$ cat src/rtl/uart_tx_sched.sv
// Round-robin arbitrated UART transmitter: NREQ byte streams share one 8N1/8N2 line,
// and a requester keeps the grant across a packet until it sends a byte marked last.
module uart_tx_sched #(
  parameter int NREQ      = 4,
  parameter int STOP_BITS = 1
) (
  input  logic                    clk,
  input  logic                    rst,
  input  logic                    txclk_en,
  input  logic [NREQ-1:0]         req_valid,
  input  logic [8*NREQ-1:0]       req_data,
  input  logic [NREQ-1:0]         req_last,
  output logic [NREQ-1:0]         req_ready,
  output logic                    tx,
  output logic                    busy,
  output logic                    owner_valid,
  output logic [$clog2(NREQ)-1:0] owner_id
);
  localparam int IW = $clog2(NREQ);
  localparam int FB = 9 + STOP_BITS;

  localparam logic [0:0] S_IDLE  = 1'b0;
  localparam logic [0:0] S_SHIFT = 1'b1;

  logic [0:0]    state;
  logic [FB-1:0] shreg;
  logic [3:0]    bit_cnt;
  logic [IW-1:0] last_grant;
  logic          found;
  logic [IW-1:0] winner;
  logic [IW:0]   cand;
  logic          accept;

  // Scan from last_grant+1 upward with wrap; a held lock narrows eligibility to its owner.
  // NOTE: every variable written in always_comb gets a default first, so no path infers a latch.
  always_comb begin
    found  = 1'b0;
    winner = '0;
    cand   = '0;
    for (int i = 1; i <= NREQ; i++) begin
      cand = {1'b0, last_grant} + (IW+1)'(i);
      if (cand >= (IW+1)'(NREQ)) cand = cand - (IW+1)'(NREQ);
      if (!found && req_valid[cand[IW-1:0]] &&
          (!owner_valid || cand[IW-1:0] == owner_id)) begin
        found  = 1'b1;
        winner = cand[IW-1:0];
      end
    end
  end

  assign accept = (state == S_IDLE) && found && !rst;
  assign busy   = (state == S_SHIFT);

  always_comb begin
    req_ready = '0;
    if (accept) req_ready[winner] = 1'b1;
  end

  // NOTE: sequential state uses non-blocking assignments so every register samples pre-edge values.
  always_ff @(posedge clk) begin
    if (rst) begin
      state       <= S_IDLE;
      tx          <= 1'b1;
      shreg       <= '1;
      bit_cnt     <= '0;
      owner_valid <= 1'b0;
      owner_id    <= '0;
      last_grant  <= IW'(NREQ - 1);
    end else begin
      case (state)
        S_IDLE: begin
          if (accept) begin
            shreg       <= {{STOP_BITS{1'b1}}, req_data[{winner, 3'b000} +: 8], 1'b0};
            bit_cnt     <= '0;
            last_grant  <= winner;
            owner_id    <= winner;
            owner_valid <= !req_last[winner];
            state       <= S_SHIFT;
          end
        end
        default: begin
          // A strobe in the accept cycle is ignored; only later strobes move the frame.
          if (txclk_en) begin
            tx      <= shreg[0];
            shreg   <= {1'b1, shreg[FB-1:1]};
            bit_cnt <= bit_cnt + 4'd1;
            if (bit_cnt == 4'(FB - 1)) state <= S_IDLE;
          end
        end
      endcase
    end
  end

endmodule

$ cat config.mk
export PLATFORM = sky130hd
export DESIGN_NAME = uart_tx_sched
export DESIGN_NICKNAME = d
export VERILOG_FILES = /design/src/rtl/uart_tx_sched.sv
export SDC_FILE = /design/constraint.sdc
export NUM_CORES = 1
export LEC_CHECK = 0
export CORE_ASPECT_RATIO = 0.5
export CORE_MARGIN = 3
export CORE_UTILIZATION = 45
export CTS_BUF_LIST = sky130_fd_sc_hd__clkbuf_8
export DETAILED_ROUTE_END_ITERATION = 8
export PLACE_DENSITY = 0.85
export SETUP_SLACK_MARGIN = 0.02
export SYNTH_ARGS = -nofsm -noshare
export SYNTH_HDL_FRONTEND = slang
export SYNTH_SLANG_ARGS = --single-unit
$ cat constraint.sdc
create_clock -name clk -period 2.55 [get_ports clk]
set_input_delay 0.51 -clock clk [delete_from_list [all_inputs] [get_ports clk]]
set_output_delay 0.51 -clock clk [all_outputs]
set_load 0.005 [all_outputs]
* After elaboration in Yosys (flattened, before gate mapping)
Cells that the tools add are included.
Operators by class: add/sub/neg operators 9, multiply operators 0, div/mod/pow operators 0, magnitude comparators 10, equality and inequality tests 6, shift operators 1, muxes and demuxes 35, bitwise gates (word level) 1, reduce and logical (&&, ||, !) cells 24
Operator list (number):
- indexed part select 32 x 6 -> 8 bit | 1
- 2-to-1 mux 10 bit | 3
- 2-to-1 mux 2 bit | 8
- 2-to-1 mux 4 bit | 4
- < comparator 2 x 3 -> 1 bit (second input constant) | 5
- 2-to-1 mux 1 bit | 14
- greater-or-equal comparator 3 bit (second input constant) | 4
- binary-select mux 1 bit (select 2 bit) | 5
- logical AND 1 bit | 10
- equality test 2 bit | 4
- subtractor 2 x 1 -> 2 bit (second input constant) | 4
- adder 2 x 2 -> 3 bit (second input constant) | 2
- zero test 1 bit | 6
- AND reduction 2 bit | 3
- adder 4 x 1 -> 4 bit (second input constant) | 1
- equality test 4 bit (second input constant) | 1
- logical OR 1 bit | 4
- adder 2 x 1 -> 3 bit (second input constant) | 1
- adder 2 x 3 -> 3 bit (second input constant) | 1
- demux 1 bit (select 2 bit) | 1
- greater-or-equal comparator 2 x 1 -> 1 bit (second input constant) | 1
- != test 2 bit (second input constant) | 1
- nonzero test 2 bit | 1
- inverter 1 bit | 1
Storage, ports and cells: register bits 21, latch bits 0, bits in writable memories 0, bits in read-only memories 0, input bits 43, output and inout bits 9, logic and storage cells 93, memories kept 0

* Depth between registers and ports, before layout
Gate-level depths: netlist of the first run.
depth after elaboration 24, gate-level depth with buffers 10

* Worst setup path after synthesis of the first run
OpenSTA, ideal clock, no wires.
path kind reg-to-output, start register owner_id[0], end output port req_ready[1], arrival time 1810 ps, required time 2040 ps, setup slack 230 ps, stages on the path, launching flop included 9, path buffers 2, cell sequence dfxtp_1 > nor2b_1 > o21ai_1 > buf_6 > nor3b_1 > o211a_1 > or2_1 > buf_2 > nor4_1
Between the ends: word-level cells in the longest chain between the ends 21, elaborated cells on any way between the ends 34, classes of those cells order compare: 2; eq/ne: 4; mux: 11; reduce/logical: 17
Ends and longest elaborated chain:
- start, declared | RTL line 17 | output logic [$clog2(NREQ)-1:0] owner_id
- start signal, assigned | RTL line 76 | owner_id <= winner;
- equality test 2 bit | RTL line 44 | (!owner_valid || cand[IW-1:0] == owner_id)) begin
- logical OR 1 bit | RTL line 44
- logical AND 1 bit | RTL line 43 | if (!found && req_valid[cand[IW-1:0]] &&
- 2-to-1 mux 1 bit | RTL line 43
- zero test 1 bit | RTL line 43
- logical AND 1 bit (2 in a row) | RTL line 43
- 2-to-1 mux 1 bit | RTL line 43
- zero test 1 bit | RTL line 43
- [3 not listed]
- zero test 1 bit | RTL line 43
- logical AND 1 bit (2 in a row) | RTL line 43
- 2-to-1 mux 2 bit | RTL line 43
- < comparator 2 x 3 -> 1 bit (implied by the code) / greater-or-equal comparator 2 x 1 -> 1 bit (equally long branches) | RTL line 56 | if (accept) req_ready[winner] = 1'b1;
- logical AND 1 bit (implied by the code) | RTL line 56
- 2-to-1 mux 1 bit (implied by the code) | RTL line 56
- demux 1 bit (select 2 bit) | RTL line 56
- 2-to-1 mux 4 bit * | RTL line 56
- end, declared | RTL line 13 | output logic [NREQ-1:0] req_ready,
Mark *: on every way between the ends. The rest lies on a longest branch, timed or not.

* Worst setup path in the final report of the first run
start register owner_id[1], end output port req_ready[1]
The elaborated chain is that of the path after synthesis.

==> impl_results.md, run 1 <==
* Status: finished with violations
* Failing checks: negative setup slack
* Count of state elements after synthesis at 20
* Dpl hpwl at 4876 um
* Top achievable clock speed at 0.3735 GHz
* Type of element capturing the critical path: output port
* Synthesis-to-layout area growth at 56.38%
* Hold buffer count at cts at 0
* Number of nets in the synthesized netlist at 282
* Most used cells in the layout excluding fill and tap cells: buf_4 (54), clkdlybuf4s50_1 (43), nand2_1 (22)
* Height of the die at 51.73 um
* Share of the synthesized area in the top cell type at 21.28%
* Syn Area/Cell at 7.940 um2
* Async set or reset register ratio after synthesis at 0%
* Worst voltage drop across the vdd grid at 0.3294 mV
* Inserted Diodes at 0
* H-tree depth at 1
* Dominant synthesized flop cell: dfxtp_1
* CP max stage delay at 0.36 ns
* Synth area leader: dfxtp_1
* Slowest cell on the critical path: dfxtp_2
* Power density over cell area at 533.4 nW/um2
* Critical path startpoint category: register
* Vias at 2368
* Wirelength per Cell at 19.05 um
* Number of enable-type register cells in the synthesized netlist at 0
* Slew at the pin closest to its max-slew limit at 0.4554 ns
* Gr usage total at 24.89%
* Cell variety after synth at 64
* Number of buffers created by CTS at 3
* # nets final at 377
* Type of the worst setup path: register to output port
* Layout cells sized above 1 at 31.82%
* Final worst-path cycle share at 105.0%
* Worst Path Arrival at 2.17 ns
* Yosys warns at 0
* Clock-pin slew reported for the worst setup and hold paths after clock tree synthesis at 0.07 ns
* Ordered cell list for the critical path: buf_6 -> o21ai_2 -> nor2b_2 -> buf_4 -> buf_4 -> o221ai_4 -> nand3_4 -> nor4_2 -> buf_2
* Antenna violations before repair at 0
* Wire length of the first global-routing pass at 10180 um
* Count of maximum capacitance violations at 0
* Gp weighted congestion at 0.9805
* Via-per-instance ratio at 6.215
* Iteration count of the initial detailed-routing pass at 5
* Number of port buffers at 51
* Max-slew violation count at 0
* Maximum number of pins on one net before global-route repair at 23
* Proportion of synthesized chip area in sequential cells at 21.28%
* Total grt overflow at 0
* Worst-path fanout max at 6
* Number of buffers on the longest clock path at 2
* CTS root buf: clkbuf_8
* CP Buf/Inv Count at 4
* Remaining max-slew budget at the tightest pin at 69.47%
* Worst setup slack after layout at -0.1272 ns
* Initial core utilization at 50.64%
* Total number of placement rows at 15
* Worst hold path type: register to register
* Skew-Pair Late Insertion Delay at 0.26 ns
* Number of failing setup endpoints in the final timing report at 3
* Number of placed I/O pins at 52
* Die width at 97.45 um
* Layout Skew at 0.004197 ns
* Cell area after placement at 2678 um2
* Leakage Power at 1.277 nW
* RSZ-0062 raised after global routing: true
* Top area cells in the synthesized netlist: dfxtp_1 (21%), mux2i_1 (8.5%), nand2_1 (4.6%)
* Number of global-route vias before repair at 2081
* Post-Layout Inst Area at 2943 um2
* Post-Syn Instances at 237
* Post-detailed-route DRC marker count at 0
* Minimum period implied by the final worst setup slack at 2.677 ns
* Clock tree from TritonCTS: built
* Placeable core region at 3716 um2
* Clock sink total at 20
* Routed Wire Length at 7259 um
* Final setup TNS at -0.1571 ns
* Mapped Area at 1882 um2
* Top cell by count, worst path: buf_4
* Number of hold violations in the final report at 0
* Final core utilization at 79.19%
* Most common cell after layout, fill and taps aside: buf_4
* Req. time, crit path at 2.04 ns
* Cell class contributing the biggest share of worst-path delay: simple AND/OR/NAND/NOR gates
* Number of nets with antenna violations after detailed routing at 0
* Iteration-0 DRC Markers at 257
* Total Die Area at 5041 um2
worst register-to-register path: stages (launching register included):
cell and delay (ns):
dfxtp_4 0.37, buf_6 0.12, a21boi_4 0.20, nand2b_4 0.23
nor2_2 0.05, o211a_4 0.27, buf_6 0.13, nor2_4 0.12
buf_6 0.12, buf_4 0.10, buf_4 0.14, o2111ai_1 0.16
o31a_1 0.36
per-stage QoR:
stage | hold WS (ns) | power, W | instances | setup slack (ns)
after floorplan | 0.4486 | 0.0008723 | 237 | 0.2299
after global placement | 0.4603 | 0.001167 | 364 | -0.5496
after detailed placement | 0.4754 | 0.001186 | 364 | -0.5784
after CTS | 0.4847 | 0.001435 | 374 | 0.02254
after global routing | 0.5059 | 0.001641 | 381 | -0.2292
final | 0.4894 | 0.001570 | 381 | -0.1272
synth_stat cells, types with 5 or more instances:
master      n
nand2_1    23
dfxtp_1    20
mux2i_1    16
nor2_1     14
inv_1      13
nand3_1    11
clkbuf_1   10
o21ai_0    10
a21oi_1     7
o31a_1      6
nand4_1     5
nor3b_1     5
o2111ai_1   5
o211ai_1    5
layer usage:
metal  GRT usage [%]  wire (um)
met4           3.678        277
met1           33.39       2992
met5               0          0
met2           44.33       3362
met3           3.213        627
final timing paths:
path / start / to / slack [ns] / cells after the start
setup / recovery: owner_id[1] / req_ready[1] / -0.13 / 9
hold / removal: bit_cnt[3] / bit_cnt[3] / 0.49 / 1
setup reg to reg: owner_id[0] / shreg[4] / 0.05 / 12
hold reg to reg: bit_cnt[3] / bit_cnt[3] / 0.49 / 1
cells by family (layout without fill, tap and decap cells):
logic type	after synthesis	after routing	synth area share [%]
and+or+nand+nor	84	84	24.20
buffers and inverters	33	126	8.577
DFF	20	20	21.28
adders and majority gates	2	2	1.330
AOI/OAI and AO/OA	79	79	33.71
muxes	19	19	10.90
where the power goes:
group / total (W) / internal (W) / switching [W]
clock network: 0.000212 / 0.000105 / 0.000107
logic: 0.000963 / 0.000480 / 0.000483
registers: 0.000395 / 0.000357 / 0.0000379
total: 0.00157 / 0.000942 / 0.000628
sequential cells by signal, summed over array words and instances, names as in the netlist:
register	cells
tx	1
busy	1
shreg	9
bit_cnt	4
owner_id	2
last_grant	2
owner_valid	1
timing repair:
item	in CTS	in global routing
setup endpoints to repair	4	4
pin swaps	12	10
resized for setup	32	28
setup buffers	7	7
area by class of cell:
class | count | area, um2
multi-input cells | 184 | 1440
repair buffers | 109 | 934.6
fillers | 227 | 773.2
flip-flops and latches | 20 | 410.4
well taps | 51 | 63.81
inverters | 14 | 52.55
clock buffers | 3 | 41.29
(Power assumes the default switching activity.)
==> inputs of run 2 (changes only) <==
- CTS_CLUSTER_DIAMETER: default -> 40
- HOLD_SLACK_MARGIN: default -> 0.02
==> results of run 2 <==
Same layout as run 1: the final DEF is identical, and so are final timing and power.
==> inputs of run 3 (changes only) <==
- TNS_END_PERCENT: default -> 30
==> run 3 against run 2 <==
Net effect:
- the run still ends with negative setup slack left
- highest routed layer unchanged
- sequential cell count did not move
- register-to-register slack gained 0.06 ns
- count of clock-buffer cells in the layout did not move
- global-route usage is 0.059 points lower
- die area stayed put
- sequential share of layout area increased by 0.16 points
- critical endpoint is now req_ready[2]
- clock skew fell by 0.0034 ns
- first-iteration DRC count fell by 27%
==> impl_results.md, run 3 (synthesis results as in run 1) <==
* Max-slew violation count at 0
* Proportion of power drawn by the clock network at 13.3%
* Crit Reg-Reg Startpoint: owner_id[1]
* Failing checks: negative setup slack
* Total number of placement rows at 15
* Number of buffers on the longest clock path at 2
* Clock tree from TritonCTS: built
* Minimum period implied by the final worst setup slack at 2.576 ns
* Top achievable clock speed at 0.3882 GHz
* Worst Path Arrival at 2.07 ns
* Hold buffer count at cts at 0
* Slowest cell on the critical path: dfxtp_4
* Slew at the pin closest to its max-slew limit at 0.4607 ns
* Number of nets with antenna violations after detailed routing at 0
* Number of failing setup endpoints in the final timing report at 1
* Routed Wire Length at 6945 um
* Post-Layout Inst Area at 2892 um2
* Dpl hpwl at 4876 um
* Gr usage total at 24.83%
* Placement-stage worst setup slack at -0.5784 ns
* Skew-Pair Late Insertion Delay at 0.26 ns
* Max reg flops at 9
* Most common cell after layout, fill and taps aside: buf_4
* Type of the worst setup path: register to output port
* Antenna violations before repair at 0
* Number of placed I/O pins at 52
* Total grt overflow at 0
* Launch point of the critical path: owner_id[0]
* Worst hold path type: register to register
* Number of port buffers at 51
* Die width at 97.45 um
* Maximum number of pins on one net before global-route repair at 23
* Status: finished with violations
* Final worst-path cycle share at 101.0%
* Cell class contributing the biggest share of worst-path delay: simple AND/OR/NAND/NOR gates
* Wirelength per Cell at 18.37 um
* RSZ-0062 raised after global routing: true
* Hold Slack at 0.4880 ns
* Number of hold violations in the final report at 0
* Number of buffers created by CTS at 3
* CP Buf/Inv Count at 2
* Count of maximum capacitance violations at 0
* CTS root buf: clkbuf_8
* Area of combinational cells with multiple inputs at 1413 um2
* Largest registers in the final layout: shreg: 9 flops, bit_cnt: 4 flops
* Vias at 2365
* Synthesis-to-layout area growth at 53.66%
* Register with the most flip-flops: shreg
* Post-detailed-route DRC marker count at 0
* Switching share of power at 39.30%
* Launch point of the worst hold path: owner_valid
* Register area at 407.9 um2
* Ordered cell list for the critical path: buf_6 -> a21boi_4 -> nand2b_4 -> nor2_1 -> o211a_1 -> or2_4 -> and3_1 -> buf_2
* Worst voltage drop across the vdd grid at 0.3411 mV
* Worst-path fanout max at 6
* Final Non-Filler Cells at 378
* Clock-pin slew reported for the worst setup and hold paths after clock tree synthesis at 0.07 ns
* Layout cells sized above 1 at 29.66%
* Height of the die at 51.73 um
* Req. time, crit path at 2.04 ns
* Power density over cell area at 528.5 nW/um2
* Layout Skew at 0.0008454 ns
* Pint at 0.0009275 W
* Cell area after placement at 2678 um2
* Placed Cells incl. Taps at 364
* Wire length of the first global-routing pass at 10180 um
* Placeable core region at 3716 um2
* Number of global-route vias before repair at 2077
* Via-per-instance ratio at 6.257
* CP max stage delay at 0.37 ns
* Critical path startpoint category: register
* Inserted Diodes at 0
* H-tree depth at 1
* Iteration-0 DRC Markers at 188
* Total Die Area at 5041 um2
* Type of element capturing the critical path: output port
* Gp weighted congestion at 0.9805
* Iteration count of the initial detailed-routing pass at 5
* Most used cells in the layout excluding fill and tap cells: buf_4 (51), clkdlybuf4s50_1 (43), nand2_1 (21)
* Remaining max-slew budget at the tightest pin at 69.12%
* Sequential power share at 25.8%
* Leakage Power at 1.274 nW
* # nets final at 374
* Clock sink total at 20
* Fill count at 242
* Proportion of power drawn by combinational gates at 60.9%
* Initial core utilization at 50.64%
* Net switching power figure at 0.0006006 W
* Worst setup slack after layout at -0.02568 ns
## run 3: stage by stage
stage / util (%) / TNS (ns) / total power [W]
after floorplan: - / 0 / 0.0008723
after global routing: 77.81 / -0.1836 / 0.001605
after global placement: 72.05 / -2.775 / 0.001167
final: 77.81 / -0.02568 / 0.001528
after CTS: 74.88 / 0 / 0.001428
after detailed placement: 72.05 / -3.306 / 0.001186
## run 3: path summary, 6_finish.rpt
kind / slack [ns] / endpoint / cells after the start
hold / removal: 0.49 / owner_valid / 2
setup reg to reg: 0.11 / shreg[5] / 11
setup / recovery: -0.03 / req_ready[2] / 8
hold reg to reg: 0.49 / owner_valid / 2
## run 3: cell type report
cell class | instances | area share, %
clock buffers | 3 | 1.428
well taps | 51 | 2.207
inverters | 14 | 1.817
flip-flops and latches | 20 | 14.11
multi-input cells | 184 | 48.85
repair buffers | 106 | 31.59
## run 3: routing by layer
metal  vias up  GRT usage [%]  part of all wire (%)
met2       140          43.76                    47
met1      1114          33.63                    42
met3        21          3.213                   9.3
met5         -              0                     0
li1       1090              -                     -
met4         0          3.678                   1.7
## run 3: tightest hold or removal path, cell delays in order (launching register included)
cell     delay [ns]
dfxtp_2        0.33
nand2_1        0.05
a21oi_1        0.06
## run 3: timing repair
action / in CTS / in global routing
pin swaps: 12 / 6
endpoints found under the setup margin: 4 / 6
setup buffers: 5 / 6
resized for setup: 30 / 18
gates cloned: 0 / 0
## run 3: power groups by stage
| stage | sequential (W) | combinational (W) | clock, W |
|---|---|---|---|
| 2_1_floorplan | 0.000388 | 0.000484 | 0 |
| 3_3_place_gp | 0.000391 | 0.000776 | 0 |
| 3_5_place_dp | 0.000394 | 0.000792 | 0 |
| 4_1_cts | 0.000387 | 0.000836 | 0.000206 |
| 5_1_grt | 0.000397 | 0.000988 | 0.000219 |
| 6_report | 0.000394 | 0.000931 | 0.000204 |
